File: src/rtl/switch_sync_fifo.sv
`default_nettype none
// ============================================================================
// Module   : switch_sync_fifo
// Purpose  : Synchronous port-queue FIFO with occupancy count, programmable
//            almost flags, sticky error flags and a read-data valid strobe.
//            Define SWITCH_FIFO_FWFT_EN for first-word-fall-through reads.
// Revision : 1.0
// ============================================================================
module switch_sync_fifo #(
  parameter int FIFO_WIDTH    = 8,
  parameter int FIFO_DEPTH    = 16,
  parameter int AFULL_THRESH  = 12,
  parameter int AEMPTY_THRESH = 2
) (
  input  logic                          clk,
  input  logic                          rst,
  input  logic                          write_en,
  input  logic [FIFO_WIDTH-1:0]         data_in,
  input  logic                          read_en,
  output logic [FIFO_WIDTH-1:0]         data_out,
  output logic                          data_valid,
  output logic                          empty,
  output logic                          full,
  output logic                          almost_empty,
  output logic                          almost_full,
  output logic [$clog2(FIFO_DEPTH):0]   count,
  output logic                          overflow,
  output logic                          underflow
);

  localparam int c_addr_w = $clog2(FIFO_DEPTH);
  localparam int c_cnt_w  = c_addr_w + 1;
  localparam logic [c_cnt_w-1:0] c_depth  = c_cnt_w'(FIFO_DEPTH);
  localparam logic [c_cnt_w-1:0] c_afull  = c_cnt_w'(AFULL_THRESH);
  localparam logic [c_cnt_w-1:0] c_aempty = c_cnt_w'(AEMPTY_THRESH);

  if ((FIFO_DEPTH < 4) || ((1 << c_addr_w) != FIFO_DEPTH) ||
      (AEMPTY_THRESH < 1) || (AEMPTY_THRESH >= AFULL_THRESH) ||
      (AFULL_THRESH > FIFO_DEPTH - 1) || (FIFO_WIDTH < 1)) begin : g_bad_params
    $error("switch_sync_fifo: illegal parameter combination");
  end

  logic [FIFO_WIDTH-1:0] mem [FIFO_DEPTH];

  logic [c_addr_w-1:0] wptr_q, rptr_q;
  logic [c_cnt_w-1:0]  count_q, count_d;
  logic                empty_q, full_q, aempty_q, afull_q;
  logic                overflow_q, underflow_q;
  logic                w_rd_acc, w_wr_acc;

  // A write at full may proceed only by reusing the slot freed by a read;
  // a read at empty never bypasses a same-cycle write.
  assign w_rd_acc = read_en & ~empty_q;
  assign w_wr_acc = write_en & (~full_q | w_rd_acc);
  assign count_d  = count_q + c_cnt_w'(w_wr_acc) - c_cnt_w'(w_rd_acc);

  // Storage is deliberately left out of reset.
  always_ff @(posedge clk) begin
    if (!rst && w_wr_acc) begin
      mem[wptr_q] <= data_in;
    end
  end

  always_ff @(posedge clk) begin
    if (rst) begin
      wptr_q      <= '0;
      rptr_q      <= '0;
      count_q     <= '0;
      empty_q     <= 1'b1;
      full_q      <= 1'b0;
      aempty_q    <= 1'b1;
      afull_q     <= 1'b0;
      overflow_q  <= 1'b0;
      underflow_q <= 1'b0;
    end else begin
      if (w_wr_acc) wptr_q <= wptr_q + c_addr_w'(1);
      if (w_rd_acc) rptr_q <= rptr_q + c_addr_w'(1);
      count_q  <= count_d;
      empty_q  <= (count_d == '0);
      full_q   <= (count_d == c_depth);
      aempty_q <= (count_d <= c_aempty);
      afull_q  <= (count_d >= c_afull);
      if (write_en && !w_wr_acc) overflow_q  <= 1'b1;
      if (read_en  && !w_rd_acc) underflow_q <= 1'b1;
    end
  end

`ifdef SWITCH_FIFO_FWFT_EN
  // Head word is presented straight from storage; zero while nothing is queued.
  assign data_out   = empty_q ? '0 : mem[rptr_q];
  assign data_valid = ~empty_q;
`else
  logic [FIFO_WIDTH-1:0] data_out_q;
  logic                  data_valid_q;

  always_ff @(posedge clk) begin
    if (rst) begin
      data_out_q   <= '0;
      data_valid_q <= 1'b0;
    end else begin
      data_valid_q <= w_rd_acc;
      if (w_rd_acc) data_out_q <= mem[rptr_q];
    end
  end

  assign data_out   = data_out_q;
  assign data_valid = data_valid_q;
`endif

  assign empty        = empty_q;
  assign full         = full_q;
  assign almost_empty = aempty_q;
  assign almost_full  = afull_q;
  assign count        = count_q;
  assign overflow     = overflow_q;
  assign underflow    = underflow_q;

endmodule
`default_nettype wire
File: config.mk
export PLATFORM = sky130hd
export DESIGN_NAME = switch_sync_fifo
export DESIGN_NICKNAME = d
export VERILOG_FILES = /design/src/rtl/switch_sync_fifo.sv
export SDC_FILE = /design/constraint.sdc
export NUM_CORES = 1
export LEC_CHECK = 0
export CAP_MARGIN = 20
export CORE_MARGIN = 4
export CORE_UTILIZATION = 45
export CTS_CLUSTER_SIZE = 16
export DETAILED_ROUTE_END_ITERATION = 7
export PLACE_DENSITY_LB_ADDON = 0.3
export SKIP_LAST_GASP = 1
export SLEW_MARGIN = 20
export SYNTH_ARGS = -nofsm -noshare
export SYNTH_HDL_FRONTEND = slang
export SYNTH_SLANG_ARGS = --single-unit
File: constraint.sdc
create_clock -name clk -period 4.1 [get_ports clk]
set_input_delay 0.41 -clock clk [delete_from_list [all_inputs] [get_ports clk]]
set_output_delay 0.41 -clock clk [all_outputs]
set_load 0.01 [all_outputs]
== Yosys cells after proc, flatten, opt, wreduce, memory -nomap -nowiden ==
Memories as Yosys holds them, arrays and structs flattened. A register that Yosys moved wholly into a read port is not among the register bits.
Index checks and enable logic that the tools add are counted.

* Bits in registers: 20
* Bits in writable memories: 128
* Bits of input ports: 12
* Output and inout bits: 20
* Logic and storage cells: 32
* Memories: 1

* Add/sub/neg operators: 4
* Order comparisons: 2
* Equal/unequal tests: 1
* Muxes and demuxes: 2
* Bitwise logic cells: 5
* Reduce and logical (&&, ||, !) cells: 7

{| class="wikitable"
|+ Memories
! memory !! words !! width !! rd ports !! clocked after Yosys merged registers in !! wr ports !! line !! text
|-
| mem || 16 || 8 || 1 || 1 || 1 || 43 || <nowiki>logic [FIFO_WIDTH-1:0] mem [FIFO_DEPTH];</nowiki>
|}

{| class="wikitable"
|+ Operator list
! cell !! number
|-
| adder 4 x 1 -> 4 bit (second input constant) || 2
|-
| adder 5 x 1 -> 5 bit || 1
|-
| == test 5 bit (second input constant) || 1
|-
| >= comparator 5 x 4 -> 1 bit (second input constant) || 1
|-
| <= comparator 5 x 2 -> 1 bit (second input constant) || 1
|-
| logical NOT 5 bit || 1
|-
| subtractor 5 x 1 -> 5 bit || 1
|-
| logical AND 1 bit || 3
|-
| logical NOT 1 bit || 3
|-
| bitwise AND 1 bit || 2
|-
| 2-to-1 mux 1 bit || 2
|-
| inverter 1 bit || 2
|-
| OR 1 bit || 1
|}

== Logic depth before layout (Yosys ltp) ==
* Depth after elaboration: 7
* Mapped depth: 14

== Worst setup path after synthesis ==
Ideal clock, no wire load.

* Path type: reg2reg
* Start point: register empty_q (netlist: empty)
* End point: register full_q (netlist: full)
* Arrival: 2651 ps
* Data required time: 4039 ps
* Slack: 1389 ps
* Stages on the path, launching flop included: 15
* Buffers on the path: 1
* Clock period less this slack: 2711 ps
* Cells stage by stage: dfxtp_1 -> nand2b_1 -> clkbuf_1 -> a21boi_2 -> inv_1 -> ha_1 -> inv_1 -> ha_1 -> inv_1 -> fa_1 -> nor2b_1 -> o21ai_0 -> nand3_1 -> nor3b_1 -> and3_1

* Cells in the longest elaborated chain, start to end: 7

{| class="wikitable"
|+ RTL lines
! element !! line !! text
|-
| start: declaration || 47 || <nowiki>logic empty_q, full_q, aempty_q, afull_q;</nowiki>
|-
| start signal: assignment || 79 || <nowiki>empty_q <= (count_d == '0);</nowiki>
|-
| inverter 1 bit * || 53 || <nowiki>assign w_rd_acc = read_en & ~empty_q;</nowiki>
|-
| bitwise AND 1 bit * || 53 ||
|-
| OR 1 bit || 54 || <nowiki>assign w_wr_acc = write_en & (~full_q | w_rd_acc);</nowiki>
|-
| bitwise AND 1 bit || 54 ||
|-
| adder 5 x 1 -> 5 bit || 55 || <nowiki>assign count_d = count_q + c_cnt_w'(w_wr_acc) - c_cnt_w'(w_rd_acc);</nowiki>
|-
| subtractor 5 x 1 -> 5 bit * || 55 ||
|-
| == test 5 bit * || 80 || <nowiki>full_q <= (count_d == c_depth);</nowiki>
|-
| end signal: assignment || 80 ||
|-
| end: declaration || 47 ||
|}

Every way passes the cells marked *; elsewhere a longest branch is shown, timed or not.
A chain may end at the register's enable or synchronous reset.

== Final worst setup path ==
* Start point: input port read_en
* End point: register full_q (netlist: full)

* Cells in the longest elaborated chain, start to end: 6

{| class="wikitable"
|+ RTL lines
! element !! line !! text
|-
| start: declaration || 19 || <nowiki>input logic read_en,</nowiki>
|-
| bitwise AND 1 bit * || 53 ||
|-
| OR 1 bit || 54 ||
|-
| bitwise AND 1 bit || 54 ||
|-
| adder 5 x 1 -> 5 bit || 55 ||
|-
| subtractor 5 x 1 -> 5 bit * || 55 ||
|-
| == test 5 bit * || 80 ||
|}

Marked as above.

==> results.py <==
metrics = {
    "place": {
        "place_inst": 603,
        "portBuffers": 31,
        "gp_congestion": 0.7516,
        "pre_cts_ws_ns": 0.6509,
        "dpl-instance-area_um2": 6690,
        "post-dp-hpwl_mm": 7.325,
    },
    "sta": {
        "setup_violations": 0,
        "finalCriticalPeriod_ns": 3.029,
        "finalMaxSlewViolations": 0,
        "rsz0062_at_grt": "no",
        "tightest_slew_ns": 0.9665,
        "clock.fmax_mhz": 330.1,
        "finalHoldViolCount": 0,
        "fin_crit_sh_pct": 73.88,
        "hold_ws_ns": 0.4603,
        "fin_worst_skew_ns": 0.005931,
        "setup_tns_ns": 0,
        "timing.final.ws_setup_ns": 1.071,
        "maxSlewHeadroom_pct": 35.33,
    },
    "status": {
        "outcome": "finished clean",
    },
    "clocking": {
        "cts_tree": "yes",
        "h-tree-depth": 4,
        "cts_buffer_depth": 2,
        "clock-sinks": 156,
        "cts-resized-gates": 0,
        "clk_pin_slew_ns": 0.05,
        "holdBufCountCts": 0,
        "clock_tree.root_cell": "clkbuf_16",
        "clkLatencyLatePin_ns": 0.41,
        "post_cts_buffers": 0,
        "cts_inserted_buffers": 17,
    },
    "logic_synthesis": {
        "synth_seq_cells": 156,
        "synth_largest_area_cell": "edfxtp_1",
        "synth_top_area_share_pct": 62.36,
        "synth_fp_nets": 426,
        "synth_warnings": 0,
        "syn_area_per_cell_um2": 15.29,
        "syn_area_um2": 6163,
        "synthTopCellsByArea": "edfxtp_1 62%, mux2i_1 9.4%, dfxtp_1 9.1%, a22oi_1 3.4%, ha_1 2.0%",
        "syn-instance-count": 403,
        "ys_seq_area_share_pct": 71.46,
        "synth.distinct_cells": 35,
    },
    "die": {
        "die_area_um2": 15630,
        "rows": 42,
        "start_util_pct": 46.18,
        "core_area_um2": 13350,
        "die_h_um": 125.0,
        "pin_count": 32,
        "die_x_um": 125.0,
    },
    "setup_path": {
        "startpoint_type": "input pin",
        "cp.required_ns": 4.45,
        "reg2reg_depth": 13,
        "endpoint_kind": "flip-flop",
        "rr_endpoint": "full",
        "worst-setup-path-type": "input pin to flip-flop",
        "cp_slowest_cell": "clkdlybuf4s50_1",
        "timing.rr.start": "empty",
        "reg2reg_slack_ns": 1.13,
        "cpPeakStageDelay_ns": 0.47,
        "arrival_ns": 3.38,
        "critPathTopFamily": "simple AND/OR/NAND/NOR gates",
        "critical_path.max_fanout": 7,
        "path_buf_inv": 4,
        "crit_top_cell": "inv_1",
        "path_cells": "clkdlybuf4s50_1 -> nand2b_1 -> a21boi_2 -> inv_1 -> ha_1 -> inv_1 -> ha_1 -> inv_1 -> fa_1 -> nor2b_1 -> o21ai_0 -> nand3_1 -> nor3b_1 -> and3_1",
    },
    "routing": {
        "dr.pass1.iters": 4,
        "num_vias": 3351,
        "drc": 0,
        "drtIter0Drc": 265,
        "wl_per_cell_um": 18.20,
        "postRouteWirelength_mm": 11.56,
        "drtAntennaViolNets": 0,
        "drt-vias-per-instance": 5.277,
    },
    "global_routing": {
        "grt_antenna_before_repair": 0,
        "grt_overflow_total": 0,
        "grt.total_usage_pct": 15.48,
        "grt_pass1_vias": 3375,
        "grt_pass1_wl_mm": 18.31,
        "grt_max_degree": 37,
    },
    "worst_hold_path": {
        "worstHoldStart": "data_out[3]",
        "worstHoldPathType": "flip-flop to flip-flop",
        "hold_end": "data_out[3]",
        "min_path_cells": 2,
    },
    "cells_and_area": {
        "drive_above_1_share_pct": 10.46,
        "final_cell_count_no_fill": 635,
        "syn2layout_area_growth_pct": 18.62,
        "fin_util_pct": 54.77,
        "fin_area_um2": 7311,
        "diodes": 0,
        "nets": 469,
    },
    "power": {
        "p_leak_nw": 2.385,
        "power_density_nw_per_um2": 570.7,
        "vdd_drop_max_v": 0.0004247,
        "p_total_mw": 4.173,
    },
    "run": {
        "max-cap-violations": 0,
    },
}
==> registers in the layout, summed over array words and instances, names as in the netlist, 4 cells and up <==
signal	cells
wptr_q	4
mem	128
rptr_q	4
count	5
data_out	8
==> logic make-up (layout without fill, tap and decap cells) <==
| logic type | Yosys count | after routing | share of synthesized area (%) |
|---|---|---|---|
| and+or+nand+nor | 90 | 90 | 6.760 |
| buffers and inverters | 33 | 89 | 2.436 |
| DFF | 156 | 156 | 71.46 |
| AOI/OAI and AO/OA | 42 | 42 | 4.892 |
| adders and majority gates | 11 | 11 | 2.355 |
| xor gates and xnor gates | 9 | 9 | 1.279 |
| muxes | 62 | 62 | 10.82 |
==> synthesized netlist by cell type, drive strengths merged <==
master / instances
a221o: 1
nand2: 21
edfxtp: 128
a31oi: 1
nand2b: 3
nor2b: 5
xnor2: 3
and3: 1
and2: 1
mux2i: 58
a21oi: 7
nand4: 2
buf: 12
clkbuf: 7
dfxtp: 28
o21ai: 1
ha: 10
nor2: 27
a21boi: 1
nor3: 6
fa: 1
mux2: 1
a2111oi: 1
xor2: 6
a22oi: 28
mux4: 3
a21o: 2
nand3: 22
nor3b: 2
inv: 14
==> where the power goes <==
group          internal [mW]  switching, mW  total (mW)
clock                   1.03          0.560        1.59
combinational          0.328          0.374       0.702
sequential              1.81         0.0729        1.88
==> routing by layer <==
metal	vias to the layer above	track usage, %	routed length, um	share of wire [%]
li1	1609	-	-	-
met1	1653	20.05	5156	45
met2	79	25.28	5710	49
met3	10	3.923	553	4.8
met4	0	5.931	138	1.2
met5	-	0	0	0
==> layout make-up <==
| cell class | count | area (um2) |
|---|---|---|
| Clock inverter | 6 | 80.08 |
| Clock buffer | 26 | 540.5 |
| Fill cell | 1106 | 6037 |
| Multi-Input combinational cell | 214 | 1609 |
| Tap cell | 176 | 220.2 |
| Timing Repair Buffer | 43 | 400.4 |
| Inverter | 14 | 52.55 |
| Sequential cell | 156 | 4408 |
==> cells in the final DEF (no fill, tap or decap), types with 3 or more instances in the layout <==
cell type and n:
nor2b_1 5, mux2i_1 58, buf_4 12, clkinv_2 4
clkbuf_8 6, dfxtp_1 27, a21oi_1 7, nand2b_1 3
clkdlybuf4s50_1 31, nor2_1 27, ha_1 10, nand3_1 22
xnor2_1 3, nand2_1 21, clkbuf_16 18, a22oi_1 28
xor2_1 6, edfxtp_1 128, inv_1 14, nor3_1 5
==> worst reg2reg max path, stage by stage, from the launching register on <==
cell and delay [ns]:
dfxtp_1 0.32, nand2b_1 0.26, a21boi_2 0.29, inv_1 0.11, ha_1 0.28, inv_1 0.05
ha_1 0.15, inv_1 0.05, fa_1 0.39, nor2b_1 0.12, o21ai_0 0.11, nand3_1 0.10
nor3b_1 0.43, and3_1 0.24
==> worst max path at each step <==
stage	start	cells after the start	end
2_1_floorplan	empty	14	full
3_3_place_gp	read_en	14	full
3_5_place_dp	read_en	14	full
4_1_cts	read_en	14	full
5_1_grt	read_en	14	almost_empty
6_report	read_en	14	full
No activity file was read; power rests on OpenSTA's default activity.
